==> src/rtl/reg_bus_pkg.sv <==
// Shared types and constants for the register-file bus master.
// Holds op/state encodings, register indices and default sizes.
package reg_bus_pkg;

   localparam int REG_COUNT_DEF = 11;
   localparam int REG_WIDTH_DEF = 12;
   localparam int IDX_W_DEF     = 4;

   typedef enum logic [1:0] {
      OP_MOVE = 2'b00,
      OP_LOAD = 2'b01,
      OP_READ = 2'b10,
      OP_INC  = 2'b11
   } op_e;

   typedef enum logic [1:0] {
      ST_IDLE = 2'd0,
      ST_RD   = 2'd1,
      ST_WR   = 2'd2,
      ST_RESP = 2'd3
   } state_e;

   localparam int IDX_R      = 0;
   localparam int IDX_ROW    = 1;
   localparam int IDX_CAT    = 2;
   localparam int IDX_CB     = 3;
   localparam int IDX_RNOW   = 4;
   localparam int IDX_CATNOW = 5;
   localparam int IDX_CBNOW  = 6;
   localparam int IDX_ALPHAP = 7;
   localparam int IDX_BETAP  = 8;
   localparam int IDX_GAMMAP = 9;
   localparam int IDX_TOTAL  = 10;

endpackage

==> src/rtl/onehot_dec.sv <==
// Register index to one-hot decoder with range flag.
// Ports: idx in; onehot out (zero when out of range); in_range out.
module onehot_dec
   import reg_bus_pkg::*;
#(
   parameter int IDX_W = IDX_W_DEF,
   parameter int N     = REG_COUNT_DEF
) (
   input  logic [IDX_W-1:0] idx,
   output logic [N-1:0]     onehot,
   output logic             in_range
);

   always_comb begin
      onehot   = '0;
      in_range = (int'(idx) < N);
      for (int i = 0; i < N; i++) begin
         if (int'(idx) == i) onehot[i] = 1'b1;
      end
   end

endmodule

==> src/rtl/reg_bus_master.sv <==
// Sequences register-transfer requests into one-hot read/write strobes.
// Ports: clk, reset (async high); req_* handshake in; read_en/write_en,
// bus_out to the register file; bus_in from it; rsp_done/err/data out.
// Build option: REG_BUS_INC_EN enables op 11 (INC); otherwise it is illegal.
module reg_bus_master
   import reg_bus_pkg::*;
#(
   parameter int REG_COUNT = REG_COUNT_DEF,
   parameter int REG_WIDTH = REG_WIDTH_DEF,
   parameter int IDX_W     = IDX_W_DEF
) (
   input  logic                 clk,
   input  logic                 reset,
   input  logic                 req_valid,
   output logic                 req_ready,
   input  logic [1:0]           req_op,
   input  logic [IDX_W-1:0]     req_src,
   input  logic [IDX_W-1:0]     req_dst,
   input  logic [REG_WIDTH-1:0] req_data,
   output logic [REG_COUNT-1:0] read_en,
   output logic [REG_COUNT-1:0] write_en,
   output logic [REG_WIDTH-1:0] bus_out,
   input  logic [REG_WIDTH-1:0] bus_in,
   output logic                 rsp_done,
   output logic                 rsp_err,
   output logic [REG_WIDTH-1:0] rsp_data
);

   state_e                 state_q, state_d;
   op_e                    op_q, op_d;
   logic [REG_COUNT-1:0]   src_oh_q, src_oh_d;
   logic [REG_COUNT-1:0]   dst_oh_q, dst_oh_d;
   logic [REG_WIDTH-1:0]   data_q, data_d;
   logic [REG_WIDTH-1:0]   hold_q, hold_d;
   logic                   err_q, err_d;

   op_e                    req_op_e;
   logic [REG_COUNT-1:0]   src_oh, dst_oh;
   logic                   src_ok, dst_ok;
   logic                   legal;
   logic                   accept;
   logic [REG_WIDTH-1:0]   wr_data;

   assign req_op_e = op_e'(req_op);
   assign accept   = req_valid && req_ready;

   onehot_dec #(.IDX_W(IDX_W), .N(REG_COUNT)) u_src_dec (
      .idx      (req_src),
      .onehot   (src_oh),
      .in_range (src_ok)
   );

   onehot_dec #(.IDX_W(IDX_W), .N(REG_COUNT)) u_dst_dec (
      .idx      (req_dst),
      .onehot   (dst_oh),
      .in_range (dst_ok)
   );

   // Only the indices an op actually uses take part in legality.
   always_comb begin
      legal = 1'b0;
      unique case (req_op_e)
         OP_MOVE: legal = src_ok & dst_ok;
         OP_LOAD: legal = dst_ok;
         OP_READ: legal = src_ok;
`ifdef REG_BUS_INC_EN
         OP_INC:  legal = src_ok & dst_ok;
`else
         OP_INC:  legal = 1'b0;
`endif
         default: legal = 1'b0;
      endcase
   end

   always_ff @(posedge clk or posedge reset) begin
      if (reset) begin
         state_q  <= ST_IDLE;
         op_q     <= OP_MOVE;
         src_oh_q <= '0;
         dst_oh_q <= '0;
         data_q   <= '0;
         hold_q   <= '0;
         err_q    <= 1'b0;
      end else begin
         state_q  <= state_d;
         op_q     <= op_d;
         src_oh_q <= src_oh_d;
         dst_oh_q <= dst_oh_d;
         data_q   <= data_d;
         hold_q   <= hold_d;
         err_q    <= err_d;
      end
   end

   always_comb begin
      state_d = state_q;
      unique case (state_q)
         ST_IDLE: begin
            if (accept) begin
               if (!legal)                  state_d = ST_RESP;
               else if (req_op_e == OP_LOAD) state_d = ST_WR;
               else                         state_d = ST_RD;
            end
         end
         ST_RD:   state_d = (op_q == OP_READ) ? ST_RESP : ST_WR;
         ST_WR:   state_d = ST_RESP;
         ST_RESP: state_d = ST_IDLE;
         default: state_d = ST_IDLE;
      endcase
   end

   // Request latch and read capture; hold doubles as rsp_data.
   always_comb begin
      op_d     = op_q;
      src_oh_d = src_oh_q;
      dst_oh_d = dst_oh_q;
      data_d   = data_q;
      err_d    = err_q;
      hold_d   = hold_q;
      if (accept) begin
         op_d     = req_op_e;
         src_oh_d = legal ? src_oh : '0;
         dst_oh_d = legal ? dst_oh : '0;
         data_d   = req_data;
         err_d    = ~legal;
      end
      if (state_q == ST_RD) hold_d = bus_in;
   end

   always_comb begin
      wr_data = hold_q;
      unique case (op_q)
         OP_LOAD: wr_data = data_q;
`ifdef REG_BUS_INC_EN
         OP_INC:  wr_data = hold_q + 1'b1;
`endif
         default: wr_data = hold_q;
      endcase
   end

   always_comb begin
      req_ready = 1'b0;
      read_en   = '0;
      write_en  = '0;
      bus_out   = '0;
      rsp_done  = 1'b0;
      rsp_err   = 1'b0;
      unique case (state_q)
         ST_IDLE: req_ready = 1'b1;
         ST_RD:   read_en = src_oh_q;
         ST_WR: begin
            write_en = dst_oh_q;
            bus_out  = wr_data;
         end
         ST_RESP: begin
            rsp_done = 1'b1;
            rsp_err  = err_q;
         end
         default: ;
      endcase
   end

   assign rsp_data = hold_q;

endmodule

==> config.mk <==
export PLATFORM = sky130hd
export DESIGN_NAME = reg_bus_master
export DESIGN_NICKNAME = d
export VERILOG_FILES = /design/src/rtl/reg_bus_pkg.sv /design/src/rtl/onehot_dec.sv /design/src/rtl/reg_bus_master.sv
export SDC_FILE = /design/constraint.sdc
export NUM_CORES = 1
export LEC_CHECK = 0
export CORE_ASPECT_RATIO = 1.4
export CORE_MARGIN = 3
export CORE_UTILIZATION = 40
export CTS_CLUSTER_DIAMETER = 150
export DETAILED_ROUTE_END_ITERATION = 6
export GPL_ROUTABILITY_DRIVEN = 1
export GPL_TIMING_DRIVEN = 0
export PLACE_DENSITY = 0.71
export SLEW_MARGIN = 10
export SYNTH_ARGS = -nofsm -noshare
export SYNTH_HDL_FRONTEND = slang
export SYNTH_HIERARCHICAL = 1
export SYNTH_SLANG_ARGS = --single-unit
==> constraint.sdc <==
create_clock -name clk -period 2.9 [get_ports clk]
set_input_delay 0.58 -clock clk [delete_from_list [all_inputs] [get_ports clk]]
set_output_delay 0.58 -clock clk [all_outputs]
set_load 0.1 [all_outputs]
==> results of run 1 <==
stage by stage:
stage | util | instance area [um^2] | hold slack [ns]
detailed placement | 0.5764 | 3605 | 0.4779
finish | 0.5688 | 3557 | 0.4930
CTS | 0.5954 | 3724 | 0.4990
floorplan | - | 2644 | 0.4544
global route | 0.5688 | 3557 | 0.5327
global placement | 0.5732 | 3585 | 0.4740
flip-flops by register name, indices dropped and copies added (netlist names):
register and flops:
data_q 12, dst_oh_q 11, err_q 1, op_q 2
rsp_data 12, src_oh_q 11, state_q 2
synthesized netlist by cell type:
cell type and instances:
sky130_fd_sc_hd__and2_1 23, sky130_fd_sc_hd__nand4b_1 1, sky130_fd_sc_hd__buf_2 3, sky130_fd_sc_hd__o32ai_1 1
sky130_fd_sc_hd__and3b_1 1, sky130_fd_sc_hd__clkbuf_8 1, sky130_fd_sc_hd__a22o_2 19, sky130_fd_sc_hd__dfrtp_1 51
sky130_fd_sc_hd__o211ai_2 1, sky130_fd_sc_hd__ha_1 5, sky130_fd_sc_hd__a211oi_2 1, sky130_fd_sc_hd__nand2b_1 5
sky130_fd_sc_hd__a22o_1 3, sky130_fd_sc_hd__nor2_1 12, sky130_fd_sc_hd__nor3_1 8, sky130_fd_sc_hd__o21ai_0 2
sky130_fd_sc_hd__a21o_1 2, sky130_fd_sc_hd__buf_6 3, sky130_fd_sc_hd__inv_1 3, sky130_fd_sc_hd__nor3_2 2
sky130_fd_sc_hd__nor2b_1 2, sky130_fd_sc_hd__clkbuf_1 4, sky130_fd_sc_hd__nand2_2 1, sky130_fd_sc_hd__nor4_1 2
sky130_fd_sc_hd__a21boi_0 12, sky130_fd_sc_hd__o31ai_1 1, sky130_fd_sc_hd__nand2b_4 4, sky130_fd_sc_hd__a21oi_1 1
sky130_fd_sc_hd__nand2_1 31, sky130_fd_sc_hd__mux2_2 26
area by class of cell:
type | count | area [um^2]
Multi-Input combinational cell | 166 | 1279
Tap cell | 72 | 90.09
Buffer | 11 | 77.57
Inverter | 3 | 11.26
Timing Repair Buffer | 86 | 719.4
Clock buffer | 7 | 96.34
Clock inverter | 1 | 7.507
Fill cell | 584 | 2696
Sequential cell | 51 | 1276
per-layer routing:
layer	global-route usage	wire length [um]	vias up
li1	-	-	991
met1	0.2078	2463	998
met2	0.3163	3203	61
met3	0.03575	424	9
met4	0.05579	94	0
met5	0	0	-
path summary, 6_finish.rpt:
check | slack (ns) | startpoint | endpoint | depth (start not counted)
setup / recovery | 0.13 | state_q[1] | read_en[10] | 5
hold / removal | 0.49 | err_q | err_q | 2
setup reg to reg | 1.09 | state_q[0] | data_q[3] | 5
hold reg to reg | 0.49 | err_q | err_q | 2
max in group asynchronous | 1.78 | reset | err_q | 3
min in group asynchronous | 0.60 | reset | rsp_data[6] | 2
tightest hold or removal path: stages (launching register included):
cell                      delay (ns)
sky130_fd_sc_hd__dfrtp_1        0.34
sky130_fd_sc_hd__a21oi_1        0.04
sky130_fd_sc_hd__nor2_1         0.07
cells by family after synthesis:
group                    share of synthesized area
AO/OA/AOI/OAI                               0.1454
AND/OR/NAND/NOR                             0.1926
multiplexers                                0.1127
buffers and inverters                      0.03418
flip-flops                                  0.4911
adder cells (fa/ha/maj)                    0.02407
timing repair:
item	CTS	global route
cloned	0	0
gates resized for setup	110	49
pin swaps	0	0
endpoints found under the setup margin	35	28
==> impl_summary.md, run 1 <==
Run status
The flow ran to the end, and the final reports show no timing, DRC or antenna violations.

Floorplan
The floorplan row count is 34. The x dimension of the die is 74.12 um. Pin placement for this block handled 86 I/O pins. The die span in y is 101.4 um. The die area is 7514 um^2. The total area inside the core boundary comes to 6254 um^2. For this configuration, the core starts out at a cell density of 0.4156.

Synthesis
The number of synthesized register bits is 51. The biggest area contributor in the post-synthesis netlist is sky130_fd_sc_hd__dfrtp_1. Averaged over all synthesized cells, the footprint is 11.25 um^2.

The share of the yosys chip area belonging to registers is 0.4911. Counting every instance in the synthesized netlist gives 231. The top-area cell type share of the netlist area is 0.4911. The post-synthesis instance area is 2599 um^2. Synthesis instantiated 30 different standard cells from the library. After synthesis, the cell types taking the most area are sky130_fd_sc_hd__dfrtp_1 49%, sky130_fd_sc_hd__mux2_2 11%, sky130_fd_sc_hd__a22o_2 7.3%, sky130_fd_sc_hd__and2_1 5.5%, sky130_fd_sc_hd__nand2_1 4.5%. During synthesis, Yosys emitted a total of 6 warnings. The number of nets handed over by synthesis was 273.

Worst setup path
For this run, the slowest stage of the critical path takes 0.55 ns. Counting both buffers and inverters, the worst setup path holds a total of 3. STA classifies the critical path startpoint as a flip-flop. The cell type of the slowest stage on the worst timing path is sky130_fd_sc_hd__clkdlybuf4s15_2.

Data arrives at the worst endpoint at 2.19 ns. The worst path required time is 2.32 ns. The worst setup path is of the reg2out kind. The worst-path maximum fanout is 10. Walking the worst path, the cells encountered are inv_1, ha_1, buf_2, and2_1, clkdlybuf4s15_2.

The gate family responsible for the most delay along the worst path is buffers and inverters. The nature of the critical path endpoint is an output pin.

Detailed routing
The per-cell routed wire length is 15.58 um. The number of nets with antenna violations after routing is 0. The vias after detailed routing is 2,059. The post-detailed-route DRC marker count is 0.

The post-detailed-route via-to-cell ratio is 5.186. After detailed routing, the total wire length is 6.184 mm. The pre-antenna-repair detailed-routing pass consisted of 4 iterations.

In this run, the number of DRC markers left after iteration 0 of detailed routing was 93.

GRT
The first global-routing pass estimated 10.39 mm of wire. The initial antenna violation count is 0. The via count of the first global-routing pass is 2,200. The final global-route overflow total is 0.

The total global routing track utilization is 0.1766. The pin count of the biggest net entering global routing is 33.

Clocking
Clock latency on the worst-skew pair, taken at its later pin, is 0.30 ns. The sink count of the clock tree is 51. Clock-pin slew was measured on the worst setup and hold paths at 0.09 ns. CTS placed an instance of sky130_fd_sc_hd__clkbuf_8 at the clock tree root. The count of hold-fix buffers inserted at cts is 0. The clock tree from TritonCTS is done. The worst-case clock buffer depth is 2. CTS built an H-tree with a depth of 2.

The TritonCTS buffer count is 5. The number of post-CTS setup repair buffers is 0.

Final layout
Leaving out fill and tap cells, the most frequent cell in the layout is sky130_fd_sc_hd__dfrtp_1. The repair_antennas step left the layout with diodes totalling 0. The share of post-route cells with drive strength above 1 is 0.3538. The library cells used most frequently in the layout, excluding fill and tap cells, are 51 x sky130_fd_sc_hd__dfrtp_1, 50 x sky130_fd_sc_hd__clkdlybuf4s50_1, 33 x sky130_fd_sc_hd__buf_2.

The net count of the finished layout is 366. The area growth from synthesis to layout is 36.88%. The final non-filler cell total is 397.

Timing
The upper clock frequency limit is 360.4 MHz. Setup repair after global routing left no endpoint under its margin. The clock period minus final worst setup slack is 2.775 ns.

The transition at the pin with the smallest max-transition slack is 0.9773 ns. The worst-case setup margin in the final layout is 0.1252 ns. The final max-slew violation count is 0. The final number of setup-violating endpoints is 0.

Clock skew on the completed layout was measured at 0.005676 ns. The number of endpoints with negative hold slack in the final report is 0. The worst slew margin relative to its limit is 0.3464. In the finished design, the share of the clock period the worst path needs comes to 0.9568. After routing, the total negative slack on setup checks comes to 0 ns.

Placement
The setup slack at placement is -0.2449 ns. Including well taps, the total number of placed cells is 389. Once detailed placement completed, the half-perimeter wirelength came to 4.750 mm.

The final estimated routing congestion in global placement is 0.8224. The number of port buffers is 85.

Worst hold path
The path class of the tightest hold or removal check is reg2reg.

Flow run
The max-capacitance violation count is 0.
Power of run 1 is left out: the tool's default activity adds up to more than one toggle a clock period on the data nets, which glitch-free logic cannot reach.
==> run 2: changes to the inputs <==
--- a/config.mk
+++ b/config.mk
@@ -10,9 +10,10 @@
 export CORE_UTILIZATION = 40
 export CTS_CLUSTER_DIAMETER = 150
 export DETAILED_ROUTE_END_ITERATION = 6
+export DONT_BUFFER_PORTS = 1
 export GPL_ROUTABILITY_DRIVEN = 1
 export GPL_TIMING_DRIVEN = 0
-export PLACE_DENSITY = 0.71
+export SKIP_CTS_REPAIR_TIMING = 1
 export SLEW_MARGIN = 10
 export SYNTH_ARGS = -nofsm -noshare
 export SYNTH_HDL_FRONTEND = slang
==> run 2 against run 1 <==
Compared with the run above:
- final cell count fell by 21%
- design area is 18% lower
- clock skew grew 0.0029 ns
- count of clock-buffer cells in the layout is 2 lower
- core utilization is 10 points lower
- the run now ends with negative setup slack left
- flip-flop and latch count unchanged
- non-clock buffer count is 85 lower
- critical path depth shrank 1
- first-iteration DRC count down 71%
- register-to-register slack worse by 0.80 ns
==> impl_summary.md, run 2 (synthesis results as in run 1) <==
Worst setup path
The worst path required time came to 2.32 ns (about the same). The critical path goes through inv_1, ha_1, clkbuf_1, a21boi_2. The worst-path maximum fanout came to 10 (unchanged). The type of origin of the critical path is a flip-flop. The setup path with the least slack is of type reg2out.

The nature of the critical path endpoint is an output pin. On the critical path the largest part of the delay comes from compound AO/OA/AOI/OAI gates. The buffering stage count on the worst path with inverters included is 2 (-1). The peak per-stage delay on the critical path is 0.97 ns (+0.42 ns). The cell type of the slowest stage on the worst timing path is sky130_fd_sc_hd__a21boi_2. The arrival time at the worst endpoint is 2.42 ns (+0.23 ns).

Floorplan
The die span in y is 101.4 um (unchanged). The x dimension of the die is 74.12 um (unchanged). The floorplan row count is 34 (unchanged). The number of primary I/O pins came to 86 (unchanged). The effective utilization at floorplan came to 0.4156 (unchanged). The area of the placeable core was 6254 um^2 (unchanged).

The die area was 7514 um^2 (unchanged).

Clocking
The clock-pin slew on the worst setup and hold paths was 0.10 ns (about the same). The clock insertion delay at the later pin of the skew report is 0.30 ns (about the same). The worst-case clock buffer depth is 2 (unchanged). The sink count of the clock tree is 51 (unchanged). Clock tree synthesis selected as its root buffer the cell sky130_fd_sc_hd__clkbuf_8. The clock tree from TritonCTS is done. The maximum level of the CTS H-tree is 2 (unchanged). The TritonCTS buffer count is 5 (unchanged).

Timing
The number of endpoints with negative hold slack in the final report is 0 (unchanged). The transition at the pin with the smallest max-transition slack is 1.189 ns (+0.2117 ns). The final number of setup-violating endpoints came to 12 (+12). The worst slew margin relative to its limit is 0.2027 (-0.1437). The final max-slew violation count was 0 (unchanged). Setup repair after global routing could not meet its margin everywhere.

The worst-case setup margin in the final layout is -0.09797 ns (-0.2232 ns). The upper clock frequency limit is 333.6 MHz (-7.4%). The setup clock skew after layout came to 0.008573 ns (+0.002897 ns).

The final worst-path cycle share was 1.034 (+0.07696). The clock period minus final worst setup slack was 2.998 ns (+0.2232 ns).

GRT
The via count of the first global-routing pass is 1,806 (-18%). The initial antenna violation count came to 0 (unchanged). The global-route wire length before repair is 8.776 mm (-16%). The final global-route overflow total is 0 (unchanged). The total global routing track utilization is 0.1536 (-0.02301). The pin count of the biggest net entering global routing came to 31 (-6.1%).

Detailed routing
The post-detailed-route DRC marker count is 0 (unchanged). The total wirelength of the detailed-routed design is 5.584 mm (-9.7%). The length of the first detailed-routing pass in iterations was 4 (unchanged).

The DRC violation total after the first TritonRoute iteration is 27 (-71%). The vias after detailed routing is 1,743 (-15%). The per-cell routed wire length is 17.90 um (+15%).

The number of nets with antenna violations after routing is 0 (unchanged). The post-detailed-route via-to-cell ratio came to 5.587 (+7.7%).

Run status
The flow ran to the end, but the final reports show violations. The checks that failed: negative setup slack.

Final layout
The most frequent standard cell in the layout excluding fill and tap cells is sky130_fd_sc_hd__dfrtp_1. The area added between synthesis and finish is 12.28%. The final instance area is 2918 um^2 (-18%).

The share of post-route cells with drive strength above 1 is 0.4375 (+0.08365). The filler cell count is 598 (+2.4%). The net count of the finished layout is 281 (-23%).

The total inserted antenna cells is 0 (unchanged). The library cells used most frequently in the layout, excluding fill and tap cells, are 51 x sky130_fd_sc_hd__dfrtp_1, 31 x sky130_fd_sc_hd__nand2_1, 26 x sky130_fd_sc_hd__mux2_2.

Worst hold path
The path class of the lowest-slack min-delay path is in2async.

Flow run
The max-capacitance violation count was 0 (unchanged).

Placement
The placed wire-length estimate is 4.267 mm (-10%). The total placed instance area is 2754 um^2 (-24%). The number of port buffers is 0 (-100%). The final estimated routing congestion in global placement was 0.7678 (-6.6%).
run 2: cell count changes in the layout (fill, tap and decap cells not counted):
cell | previous run | this run
sky130_fd_sc_hd__and2_1 | 23 | 1
sky130_fd_sc_hd__buf_2 | 33 | 3
sky130_fd_sc_hd__and2_2 | 0 | 22
sky130_fd_sc_hd__clkbuf_8 | 8 | 6
sky130_fd_sc_hd__clkdlybuf4s50_1 | 50 | 0
sky130_fd_sc_hd__clkdlybuf4s15_2 | 2 | 0
sky130_fd_sc_hd__dlygate4sd2_1 | 3 | 0
sky130_fd_sc_hd__bufinv_16 | 0 | 2
run 2: final timing paths:
path                                 start           to  slack, ns  depth (start not counted)
worst min-delay path                 reset  src_oh_q[2]       0.16                          1
worst max register to register  state_q[0]    data_q[4]       0.29                          5
max in group asynchronous            reset    data_q[1]       2.20                          2
worst max-delay path            state_q[0]   bus_out[6]       -0.1                          4
min in group clk                 req_op[1]      op_q[1]       0.42                          1
worst min register to register       err_q        err_q       0.50                          2
run 2: layout make-up:
| cell class | count | area [um^2] | share of cell area |
|---|---|---|---|
| inverter | 3 | 11.26 | 0.003859 |
| clock inverter | 3 | 67.56 | 0.02316 |
| buffer | 11 | 77.57 | 0.02659 |
| clock buffer | 5 | 68.82 | 0.02358 |
| timing repair buffer | 1 | 20.02 | 0.006861 |
| multi-input combinational | 166 | 1306 | 0.4477 |
| sequential | 51 | 1276 | 0.4374 |
| tap | 72 | 90.09 | 0.03087 |
run 2: per-layer routing:
layer / share of wire / track usage / up-vias
met5: 0 / 0 / -
met4: 0.016 / 0.05300 / 0
met3: 0.079 / 0.04866 / 8
met2: 0.52 / 0.2719 / 63
met1: 0.39 / 0.1704 / 853
li1: - / - / 819
run 2: per-stage QoR:
stage	worst slack [ns]	instances	utilization	hold WS, ns	setup TNS [ns]
final	-0.09797	312	0.4666	0.1647	-0.8190
after floorplan	0.2776	231	-	0.4544	0
after global routing	-0.2638	312	0.4666	0.1866	-2.703
after CTS	-0.1424	312	0.4622	0.1740	-2.261
after detailed placement	0.2148	304	0.4404	0.4826	0
after global placement	0.1842	303	0.4372	0.4703	0
run 2: worst register-to-register path, stage by stage (launching register included):
cell and delay (ns):
sky130_fd_sc_hd__dfrtp_1 0.43, sky130_fd_sc_hd__inv_1 0.12, sky130_fd_sc_hd__ha_1 0.93, sky130_fd_sc_hd__nand2_2 0.40
sky130_fd_sc_hd__buf_2 0.34, sky130_fd_sc_hd__mux2_2 0.30
Power of run 2 is left out for the same reason.
